--- src/rtl/ctrl_sequencer_pkg.sv ---
// Shared types for the ctrl_sequencer control unit: FSM states, opcode values,
// opcode classes and the datapath strobe bundle.
package ctrl_pkg;

   typedef enum logic [2:0] {
      ST_IDLE,
      ST_FETCH,
      ST_DECODE,
      ST_MEMWAIT,
      ST_EXEC,
      ST_HALT,
      ST_STEPWAIT
   } state_t;

   localparam logic [2:0] OP_NOP = 3'd0;
   localparam logic [2:0] OP_LDA = 3'd1;
   localparam logic [2:0] OP_ADD = 3'd2;
   localparam logic [2:0] OP_SUB = 3'd3;
   localparam logic [2:0] OP_STA = 3'd4;
   localparam logic [2:0] OP_LDI = 3'd5;
   localparam logic [2:0] OP_JMP = 3'd6;
   localparam logic [2:0] OP_HLT = 3'd7;

   // How DECODE routes an instruction; undefined opcodes fall into K_RETIRE like NOP.
   typedef enum logic [2:0] {
      K_RETIRE,
      K_HALT,
      K_EXEC,
      K_MEMRD,
      K_STORE
   } kind_t;

   typedef struct packed {
      logic memRd;
      logic memWr;
      logic addrSel;
      logic pcInc;
      logic pcLoad;
      logic aLoad;
      logic immSel;
      logic aluEn;
      logic aluSub;
      logic halted;
   } strobes_t;

endpackage

--- src/rtl/ctrl_sequencer_if.sv ---
// Memory/datapath bundle of the ctrl_sequencer; the sequencer takes the master
// view, memory and datapath the slave view.
interface ctrl_sequencer_if #(
   parameter int IW   = 8,
   parameter int OPW  = 3,
   parameter int CNTW = 16
);
   logic [IW-1:0]     instruction;
   logic              mem_ready;
   logic [OPW-1:0]    opcode;
   logic [IW-OPW-1:0] operand;
   logic              mem_rd;
   logic              mem_wr;
   logic              addr_sel;
   logic              pc_inc;
   logic              pc_load;
   logic              a_load;
   logic              imm_sel;
   logic              alu_en;
   logic              alu_sub;
   logic              illegal;
   logic              halted;
   logic [CNTW-1:0]   instr_count;

   modport master (
      input  instruction, mem_ready,
      output opcode, operand, mem_rd, mem_wr, addr_sel, pc_inc, pc_load,
             a_load, imm_sel, alu_en, alu_sub, illegal, halted, instr_count
   );

   modport slave (
      output instruction, mem_ready,
      input  opcode, operand, mem_rd, mem_wr, addr_sel, pc_inc, pc_load,
             a_load, imm_sel, alu_en, alu_sub, illegal, halted, instr_count
   );
endinterface

--- src/rtl/ctrl_decode.sv ---
// Combinational decoder: (state, opcode) -> Moore strobe vector, illegal flag
// and the opcode class the sequencer FSM uses for routing.
module ctrl_decode
   import ctrl_pkg::*;
#(
   parameter int OPW = 3
)
(
   input  state_t         state_i,
   input  logic [OPW-1:0] opcode_i,
   output strobes_t       strobes_o,
   output kind_t          kind_o,
   output logic           illegal_o
);

   logic  hiBits;
   kind_t kind;

   // Any set bit above the 3-bit opcode space marks an undefined opcode.
   generate
      if (OPW > 3) begin : gWide
         assign hiBits = |opcode_i[OPW-1:3];
      end else begin : gNarrow
         assign hiBits = 1'b0;
      end
   endgenerate

   always_comb begin
      kind = K_RETIRE;
      if (!hiBits) begin
         case (opcode_i[2:0])
            OP_LDA, OP_ADD, OP_SUB: kind = K_MEMRD;
            OP_STA:                 kind = K_STORE;
            OP_LDI, OP_JMP:         kind = K_EXEC;
            OP_HLT:                 kind = K_HALT;
            default:                kind = K_RETIRE;
         endcase
      end
   end

   assign kind_o = kind;

   always_comb begin
      strobes_o = '0;
      illegal_o = 1'b0;
      case (state_i)
         ST_FETCH: strobes_o.memRd = 1'b1;
         ST_DECODE: begin
            strobes_o.pcInc = 1'b1;
            illegal_o       = hiBits;
         end
         ST_MEMWAIT: begin
            strobes_o.addrSel = 1'b1;
            if (kind == K_STORE) strobes_o.memWr = 1'b1;
            else                 strobes_o.memRd = 1'b1;
         end
         ST_EXEC: begin
            if (!hiBits) begin
               case (opcode_i[2:0])
                  OP_LDA: strobes_o.aLoad = 1'b1;
                  OP_ADD: begin
                     strobes_o.aLoad = 1'b1;
                     strobes_o.aluEn = 1'b1;
                  end
                  OP_SUB: begin
                     strobes_o.aLoad  = 1'b1;
                     strobes_o.aluEn  = 1'b1;
                     strobes_o.aluSub = 1'b1;
                  end
                  OP_LDI: begin
                     strobes_o.aLoad  = 1'b1;
                     strobes_o.immSel = 1'b1;
                  end
                  OP_JMP: strobes_o.pcLoad = 1'b1;
                  default: ;
               endcase
            end
         end
         ST_HALT: strobes_o.halted = 1'b1;
         default: ;
      endcase
   end

endmodule

--- src/rtl/ctrl_sequencer.sv ---
// Multi-cycle control unit: holds IR, steps the fetch/decode/execute FSM and
// counts retired instructions. Define CU_SINGLE_STEP_EN to add the step input.
module ctrl_sequencer
   import ctrl_pkg::*;
#(
   parameter int IW   = 8,
   parameter int OPW  = 3,
   parameter int CNTW = 16
)
(
   input logic clk,
   input logic rst_n,
`ifdef CU_SINGLE_STEP_EN
   input logic step,
`endif
   ctrl_sequencer_if.master bus
);

   // Every path back to FETCH funnels through this entry state.
`ifdef CU_SINGLE_STEP_EN
   localparam state_t FETCH_ENTRY = ST_STEPWAIT;
`else
   localparam state_t FETCH_ENTRY = ST_FETCH;
`endif

   state_t          state_q, state_d;
   logic [IW-1:0]   ir_q, ir_d;
   logic [CNTW-1:0] count_q, count_d;
   logic            retire;
   strobes_t        strobes;
   kind_t           kind;
   logic            illegal;

   ctrl_decode #(.OPW(OPW)) uDecode (
      .state_i   (state_q),
      .opcode_i  (ir_q[IW-1:IW-OPW]),
      .strobes_o (strobes),
      .kind_o    (kind),
      .illegal_o (illegal)
   );

   always_ff @(posedge clk) begin
      if (!rst_n) begin
         state_q <= ST_IDLE;
         ir_q    <= '0;
         count_q <= '0;
      end else begin
         state_q <= state_d;
         ir_q    <= ir_d;
         count_q <= count_d;
      end
   end

   always_comb begin
      state_d = state_q;
      ir_d    = ir_q;
      retire  = 1'b0;
      case (state_q)
         ST_IDLE: state_d = FETCH_ENTRY;
         ST_FETCH: begin
            if (bus.mem_ready) begin
               ir_d    = bus.instruction;
               state_d = ST_DECODE;
            end
         end
         ST_DECODE: begin
            case (kind)
               K_HALT: begin
                  state_d = ST_HALT;
                  retire  = 1'b1;
               end
               K_EXEC:           state_d = ST_EXEC;
               K_MEMRD, K_STORE: state_d = ST_MEMWAIT;
               default: begin
                  state_d = FETCH_ENTRY;
                  retire  = 1'b1;
               end
            endcase
         end
         ST_MEMWAIT: begin
            if (bus.mem_ready) begin
               if (kind == K_STORE) begin
                  state_d = FETCH_ENTRY;
                  retire  = 1'b1;
               end else begin
                  state_d = ST_EXEC;
               end
            end
         end
         ST_EXEC: begin
            state_d = FETCH_ENTRY;
            retire  = 1'b1;
         end
         ST_HALT: state_d = ST_HALT;
`ifdef CU_SINGLE_STEP_EN
         ST_STEPWAIT: if (step) state_d = ST_FETCH;
`else
         ST_STEPWAIT: state_d = ST_FETCH;
`endif
         default: state_d = ST_IDLE;
      endcase
      count_d = count_q + CNTW'(retire);
   end

   assign bus.opcode      = ir_q[IW-1:IW-OPW];
   assign bus.operand     = ir_q[IW-OPW-1:0];
   assign bus.mem_rd      = strobes.memRd;
   assign bus.mem_wr      = strobes.memWr;
   assign bus.addr_sel    = strobes.addrSel;
   assign bus.pc_inc      = strobes.pcInc;
   assign bus.pc_load     = strobes.pcLoad;
   assign bus.a_load      = strobes.aLoad;
   assign bus.imm_sel     = strobes.immSel;
   assign bus.alu_en      = strobes.aluEn;
   assign bus.alu_sub     = strobes.aluSub;
   assign bus.illegal     = illegal;
   assign bus.halted      = strobes.halted;
   assign bus.instr_count = count_q;

endmodule
--- src/flat_wrapper.sv ---
// flat-port wrapper written by rule: the top's interface ports become plain ports
module ctrl_sequencer_flat import ctrl_pkg::*;
#(
   parameter int IW   = 8,
   parameter int OPW  = 3,
   parameter int CNTW = 16
)
  (clk, rst_n, bus_instruction, bus_mem_ready, bus_opcode, bus_operand, bus_mem_rd, bus_mem_wr, bus_addr_sel, bus_pc_inc, bus_pc_load, bus_a_load, bus_imm_sel, bus_alu_en, bus_alu_sub, bus_illegal, bus_halted, bus_instr_count);
  ctrl_sequencer_if #(.IW(IW), .OPW(OPW), .CNTW(CNTW)) bus_i ();
  input logic clk;
  input logic rst_n;
  input wire logic [$bits(bus_i.instruction)-1:0] bus_instruction;
  input wire logic [$bits(bus_i.mem_ready)-1:0] bus_mem_ready;
  output wire logic [$bits(bus_i.opcode)-1:0] bus_opcode;
  output wire logic [$bits(bus_i.operand)-1:0] bus_operand;
  output wire logic [$bits(bus_i.mem_rd)-1:0] bus_mem_rd;
  output wire logic [$bits(bus_i.mem_wr)-1:0] bus_mem_wr;
  output wire logic [$bits(bus_i.addr_sel)-1:0] bus_addr_sel;
  output wire logic [$bits(bus_i.pc_inc)-1:0] bus_pc_inc;
  output wire logic [$bits(bus_i.pc_load)-1:0] bus_pc_load;
  output wire logic [$bits(bus_i.a_load)-1:0] bus_a_load;
  output wire logic [$bits(bus_i.imm_sel)-1:0] bus_imm_sel;
  output wire logic [$bits(bus_i.alu_en)-1:0] bus_alu_en;
  output wire logic [$bits(bus_i.alu_sub)-1:0] bus_alu_sub;
  output wire logic [$bits(bus_i.illegal)-1:0] bus_illegal;
  output wire logic [$bits(bus_i.halted)-1:0] bus_halted;
  output wire logic [$bits(bus_i.instr_count)-1:0] bus_instr_count;
  assign bus_i.instruction = bus_instruction;
  assign bus_i.mem_ready = bus_mem_ready;
  assign bus_opcode = bus_i.opcode;
  assign bus_operand = bus_i.operand;
  assign bus_mem_rd = bus_i.mem_rd;
  assign bus_mem_wr = bus_i.mem_wr;
  assign bus_addr_sel = bus_i.addr_sel;
  assign bus_pc_inc = bus_i.pc_inc;
  assign bus_pc_load = bus_i.pc_load;
  assign bus_a_load = bus_i.a_load;
  assign bus_imm_sel = bus_i.imm_sel;
  assign bus_alu_en = bus_i.alu_en;
  assign bus_alu_sub = bus_i.alu_sub;
  assign bus_illegal = bus_i.illegal;
  assign bus_halted = bus_i.halted;
  assign bus_instr_count = bus_i.instr_count;
  ctrl_sequencer #(.IW(IW), .OPW(OPW), .CNTW(CNTW)) u_core (.clk(clk), .rst_n(rst_n), .bus(bus_i));
endmodule
--- config.mk ---
export PLATFORM = sky130hd
export DESIGN_NAME = ctrl_sequencer_flat
export DESIGN_NICKNAME = d
export VERILOG_FILES = /design/src/rtl/ctrl_sequencer_pkg.sv /design/src/rtl/ctrl_sequencer_if.sv /design/src/rtl/ctrl_decode.sv /design/src/rtl/ctrl_sequencer.sv /design/src/flat_wrapper.sv
export SDC_FILE = /design/constraint.sdc
export NUM_CORES = 1
export LEC_CHECK = 0
export CAP_MARGIN = 20
export CORE_ASPECT_RATIO = 1.5
export CORE_MARGIN = 2
export CORE_UTILIZATION = 55
export DETAILED_ROUTE_END_ITERATION = 10
export DONT_BUFFER_PORTS = 1
export MAX_ROUTING_LAYER = met4
export PLACE_DENSITY_LB_ADDON = 0.2
export SKIP_LAST_GASP = 1
export SYNTH_ARGS = -nofsm -noshare
export SYNTH_HDL_FRONTEND = slang
export SYNTH_SLANG_ARGS = --single-unit
--- constraint.sdc ---
create_clock -name clk -period 3.3 [get_ports clk]
set_input_delay 0.66 -clock clk [delete_from_list [all_inputs] [get_ports clk]]
set_output_delay 0.66 -clock clk [all_outputs]
set_load 0.02 [all_outputs]
### Yosys cells after proc, flatten, opt, wreduce, memory -nomap -nowiden

Cells that the tools add are included.

* add/subtract/negate cells: 1
* equal/unequal tests: 19
* muxes and demuxes: 21
* reduce and logical (&&, ||, !) cells: 10

Operator list (number)
* $eq 3x3->1 const B: 8
* $eq 3x2->1 const B: 6
* $add 16x1->16: 1
* $pmux 3 s5: 1
* $pmux 3 s4: 1
* $mux 1: 11
* $eq 3x1->1 const B: 3
* $mux 3: 3
* $pmux 3 s3: 1
* $reduce_or 3->1: 3
* $reduce_or 2->1: 3
* $mux 5: 1
* $ne 2x2->1 const B: 2
* $reduce_and 2->1: 2
* $reduce_or 4->1: 1
* $logic_not 3->1: 1
* $pmux 1 s3: 1
* $mux 2: 1
* $pmux 1 s2: 1

* register bits after elaboration: 27
* input bits: 11
* output and inout port bits: 35
* logic and storage cells: 54

### Logic depth before layout (Yosys ltp)

* depth in word-level cells: 8
* depth in mapped cells: 9
* depth with buffers taken out: 8

### Hierarchy

Synthesis repeated with hierarchy kept, for this count alone.

* cells, all modules: 161
* area, all modules: 1418.9 um^2

Modules (own cells, without submodules)
* ctrl_sequencer: instances 1, cells an instance 140, area each 1257.5 um^2
* ctrl_decode: instances 1, cells an instance 21, area each 161.4 um^2

### Worst setup path before layout

Ideal clock, no wire load.

* path kind: reg-to-reg
* start: reg u_core.state_q[0]
* end: reg u_core.count_q[10], in the netlist u_core.bus.instr_count[10]
* library setup time: 70 ps
* arrival time: 2541 ps
* slack: 688 ps
* cell stages (with the launch flop): 10
* buffers on the path: 1
* path through: dfxtp_1 -> buf_2 -> nor3b_1 -> a21boi_1 -> a221o_1 -> ha_1 -> ha_1 -> nand3_2 -> or4_1 -> a21oi_1

* longest elaborated chain between the ends: 3

Ends and longest elaborated chain
* start: declaration: line ctrl_sequencer.sv:26 `state_t state_q, state_d;`
* start signal: assignment: line ctrl_sequencer.sv:48 `state_q <= state_d;`
* $eq 3x3->1 / $eq 3x2->1 (equally long branches): line ctrl_sequencer.sv:58 `case (state_q)`
* $pmux 1 s3 *: line ctrl_sequencer.sv:58
* $add 16x1->16 *: line ctrl_sequencer.sv:102 `count_d = count_q + CNTW'(retire);`
* end signal: assignment: line ctrl_sequencer.sv:50 `count_q <= count_d;`
* end: declaration: line ctrl_sequencer.sv:28 `logic [CNTW-1:0] count_q, count_d;`

Every way passes the cells marked *; elsewhere a longest branch is shown, timed or not.
A chain may end at the register's enable or synchronous reset.

### Worst setup path after layout

* start: reg u_core.ir_q[6]
* end: reg u_core.count_q[10], in the netlist u_core.bus.instr_count[10]

* longest elaborated chain between the ends: 8

Ends and longest elaborated chain
* start: declaration: line ctrl_sequencer.sv:27 `logic [IW-1:0] ir_q, ir_d;`
* start signal: assignment: line ctrl_sequencer.sv:49 `ir_q <= ir_d;`
* $eq 3x2->1, or another cell as far along: line ctrl_decode.sv:31 `case (opcode_i[2:0])`
* $reduce_or 3->1 / $reduce_or 2->1 (equally long branches): line ctrl_decode.sv:31
* $pmux 3 s4 *: line ctrl_decode.sv:31
* $eq 3x2->1 / $eq 3x3->1 (equally long branches): line ctrl_sequencer.sv:67, ctrl_sequencer.sv:82
* $reduce_or 3->1 (no line) / $mux 1 (equally long branches)
* $mux 1, on equally long branches: line ctrl_sequencer.sv:67, ctrl_sequencer.sv:81
* $pmux 1 s3 *: line ctrl_sequencer.sv:58
* $add 16x1->16 *: line ctrl_sequencer.sv:102

Marked as above.

==> impl_metrics.csv <==
group,metric,value,unit
timing,period_minus_slack,2770,ps
drt,vias,1126,
synthesis,synth_compound_area_share,14.7,%
timing,setup_ws,527,ps
setup_path,cp-end-kind,"register",
cells_and_area,nets,165,
global_routing,grt_max_degree,22,
synthesis,synth_most_common_cell,"dfxtp_1",
cts,htree_levels,1,
floorplanning,core,0.00239,mm²
timing,max_slew_margin,53.1,%
drt,ant_nets,0,
cts,clock_latency,330,ps
synthesis,yosys_warnings,0,
drt,drt_first_pass_iters,4,
setup_path,crit_path_max_fanout,12,
drt,postRouteWirelength,2750,µm
setup_path,worst_ep_arrival_time,3030,ps
cells_and_area,diodes,0,
synthesis,synthSimpleGateAreaFrac,26.2,%
timing,setup-tns-final,0,ps
cts,path_clk_slew,150,ps
synthesis,seq_area_frac_synth,39.9,%
timing,clock.fmax,361,MHz
global_routing,grt_use_total,20.4,%
place,dpl.cell_count,171,
synthesis,ys_async_sr_fraction,0,%
place,pre_cts_ws,590,ps
timing,fin_worst_skew,9.72,ps
cts,post_cts_buffers,0,
timing,finalHoldViolCount,0,
synthesis,syn-instance-count,155,
pwr,irDropWorstVdd,0.348,mV
cts,cts_hold_buf,0,
cells_and_area,layout.cells.non_filler,175,
cts,cts_made_buffers,3,
cts,cts_resized,0,
synthesis,synth_cell_types,44,
synthesis,yosys-top-cells-count,"dfxtp_1 (27), nor2_1 (14), mux2i_1 (11), a21oi_1 (8)",
setup_path,worst_ep_required_time,3560,ps
synthesis,synth_top_area_share,39.9,%
global_routing,grt_overflow,0,
floorplanning,dieArea,0.00288,mm²
flow_run,cap_violations,0,
global_routing,grt_pass1_vias,995,
pwr,leakagePower,0.468,nW
synthesis,synthAdderAreaFrac,1.85,%
cts,clock_path_buffers,2,
floorplanning,die_w,44.5,µm
cts,root_buffer,"clkbuf_4",
place,dp_hpwl,1980,µm
synthesis,synth.area.mux_share,8.13,%
timing,finalSetupViolCount,0,
synthesis,ys.flop_type,"dfxtp_1",
cts,tritoncts,"done",
timing,rsz0062_at_grt,"false",
timing,fin_crit_sh,84.0,%
synthesis,synthTopCellsByArea,"dfxtp_1 (40%), mux2i_1 (8.1%), nor2_1 (3.9%)",
drt,wire_per_inst,15.7,µm
drt,drcViolationCount,0,
global_routing,met2_usage,36.1,%
place,io_buffers,0,
setup_path,worstSetupPathType,"reg -> reg",
place,gp_congestion,0.711,
synthesis,synth_edf_count,0,
cts,cts.sinks,27,
global_routing,grt_antenna_before_repair,0,
floorplanning,fp-row-count,22,
drt,vias_per_cell,6.43,
timing,slew_viol_final,0,
synthesis,synth_top_area_cell,"dfxtp_1",
pwr,power_density,446,mW/mm²
floorplanning,io-pin-count,46,
synthesis,synth_seq_cells,27,
cells_and_area,area_growth,2.77,%
run_status,status,"complete, no violations",
synthesis,synth_area_per_cell,8.74,µm²
drt,drt_iter0_markers,23,
synthesis,synth_top_family_by_area,"simple AND/OR/NAND/NOR gates",
synthesis,synth.net_count,168,
min_path,hold_path_class,"in -> reg",
floorplanning,initial_core_util,56.6,%
global_routing,grt_pass1_wl,4330,µm
setup_path,cp-start-kind,"register",
global_routing,use_met3,6.13,%
synthesis,synth_area,0.00136,mm²
global_routing,grt_most_used_layer,"met2",
cells_and_area,layout-drive-gt1-share,7.95,%
timing,worst_pin_slew,699,ps
global_routing,grt.met1_usage,19.6,%
floorplanning,die_y,64.8,µm
synthesis,synth-xor-area-share,3.23,%
area by class of cell:
cell class              count  area (µm²)
clock buffers               3        22.5
clock inverters             1        7.51
fillers                   224        1000
inverters                   7        26.3
multi-input cells         110         743
flip-flops and latches     27         541
well taps                  24        30.0
repair buffers              3        22.5
placed cells by master (no fill, tap or decap), drive strengths merged, types with 2 or more instances in the layout:
cell type	count
dfxtp	27
nor2	14
mux2i	11
a21oi	8
inv	7
o21ai	7
nand2	6
nand3	6
or3	5
nor4	4
nand4	4
a31oi	3
and2	3
xnor2	3
nand2b	3
o31ai	3
or4	3
clkbuf	3
buf	3
nor3b	3
nor2b	2
nand3b	2
xor2	2
ha	2
nor4bb	2
metrics by stage:
stage | hold slack, ps | total power, mW | utilization, % | cell area, µm²
4_1_cts | 422 | 0.630 | 58.2 | 1390
6_report | 442 | 0.622 | 58.2 | 1390
3_3_place_gp | 552 | 0.480 | 56.9 | 1360
5_1_grt | 412 | 0.660 | 58.2 | 1390
3_5_place_dp | 562 | 0.484 | 56.9 | 1360
2_1_floorplan | 530 | 0.467 | - | 1360
flip-flops by register name (all words and copies together), names as in the netlist:
signal                  count
u_core.ir_q                 8
u_core.state_q              3
u_core.bus.instr_count     16
final timing paths:
kind | slack [ps] | depth (start not counted) | to | startpoint
worst max-delay path | 530 | 8 | u_core.bus.instr_count[10] | u_core.ir_q[6]
worst min-delay path | 440 | 1 | u_core.bus.instr_count[1] | rst_n
worst max register to register | 530 | 8 | u_core.bus.instr_count[10] | u_core.ir_q[6]
worst min register to register | 580 | 2 | u_core.bus.instr_count[15] | u_core.bus.instr_count[15]
metal layers:
| layer | routed length, µm | vias up |
|---|---|---|
| li1 | - | 547 |
| met1 | 1020 | 526 |
| met3 | 241 | 2 |
| met5 | 0 | - |
| met4 | 24 | 0 |
| met2 | 1460 | 51 |
power by group:
| part | switching (mW) | total, mW | internal, mW |
|---|---|---|---|
| Combinational | 0.0490 | 0.0912 | 0.0422 |
| Clock | 0.0987 | 0.145 | 0.0463 |
| Sequential | 0.0433 | 0.386 | 0.342 |
cells by family (layout without fill, tap and decap cells):
family | Yosys count | after routing
AND/OR/NAND/NOR | 60 | 60
AO/OA/AOI/OAI | 31 | 31
flip-flops | 27 | 27
buffers and inverters | 18 | 14
multiplexers | 11 | 11
XOR/XNOR | 5 | 5
adder cells (fa/ha/maj) | 2 | 2
other | 1 | 1
worst max-delay path: stages (launching register included):
cell	delay, ps
dfxtp_1	510
nor2_1	290
and4_1	410
a221o_1	200
ha_1	200
ha_1	210
nand3_2	180
or4_1	550
a21oi_1	150
No activity file was read; power rests on OpenSTA's default activity.
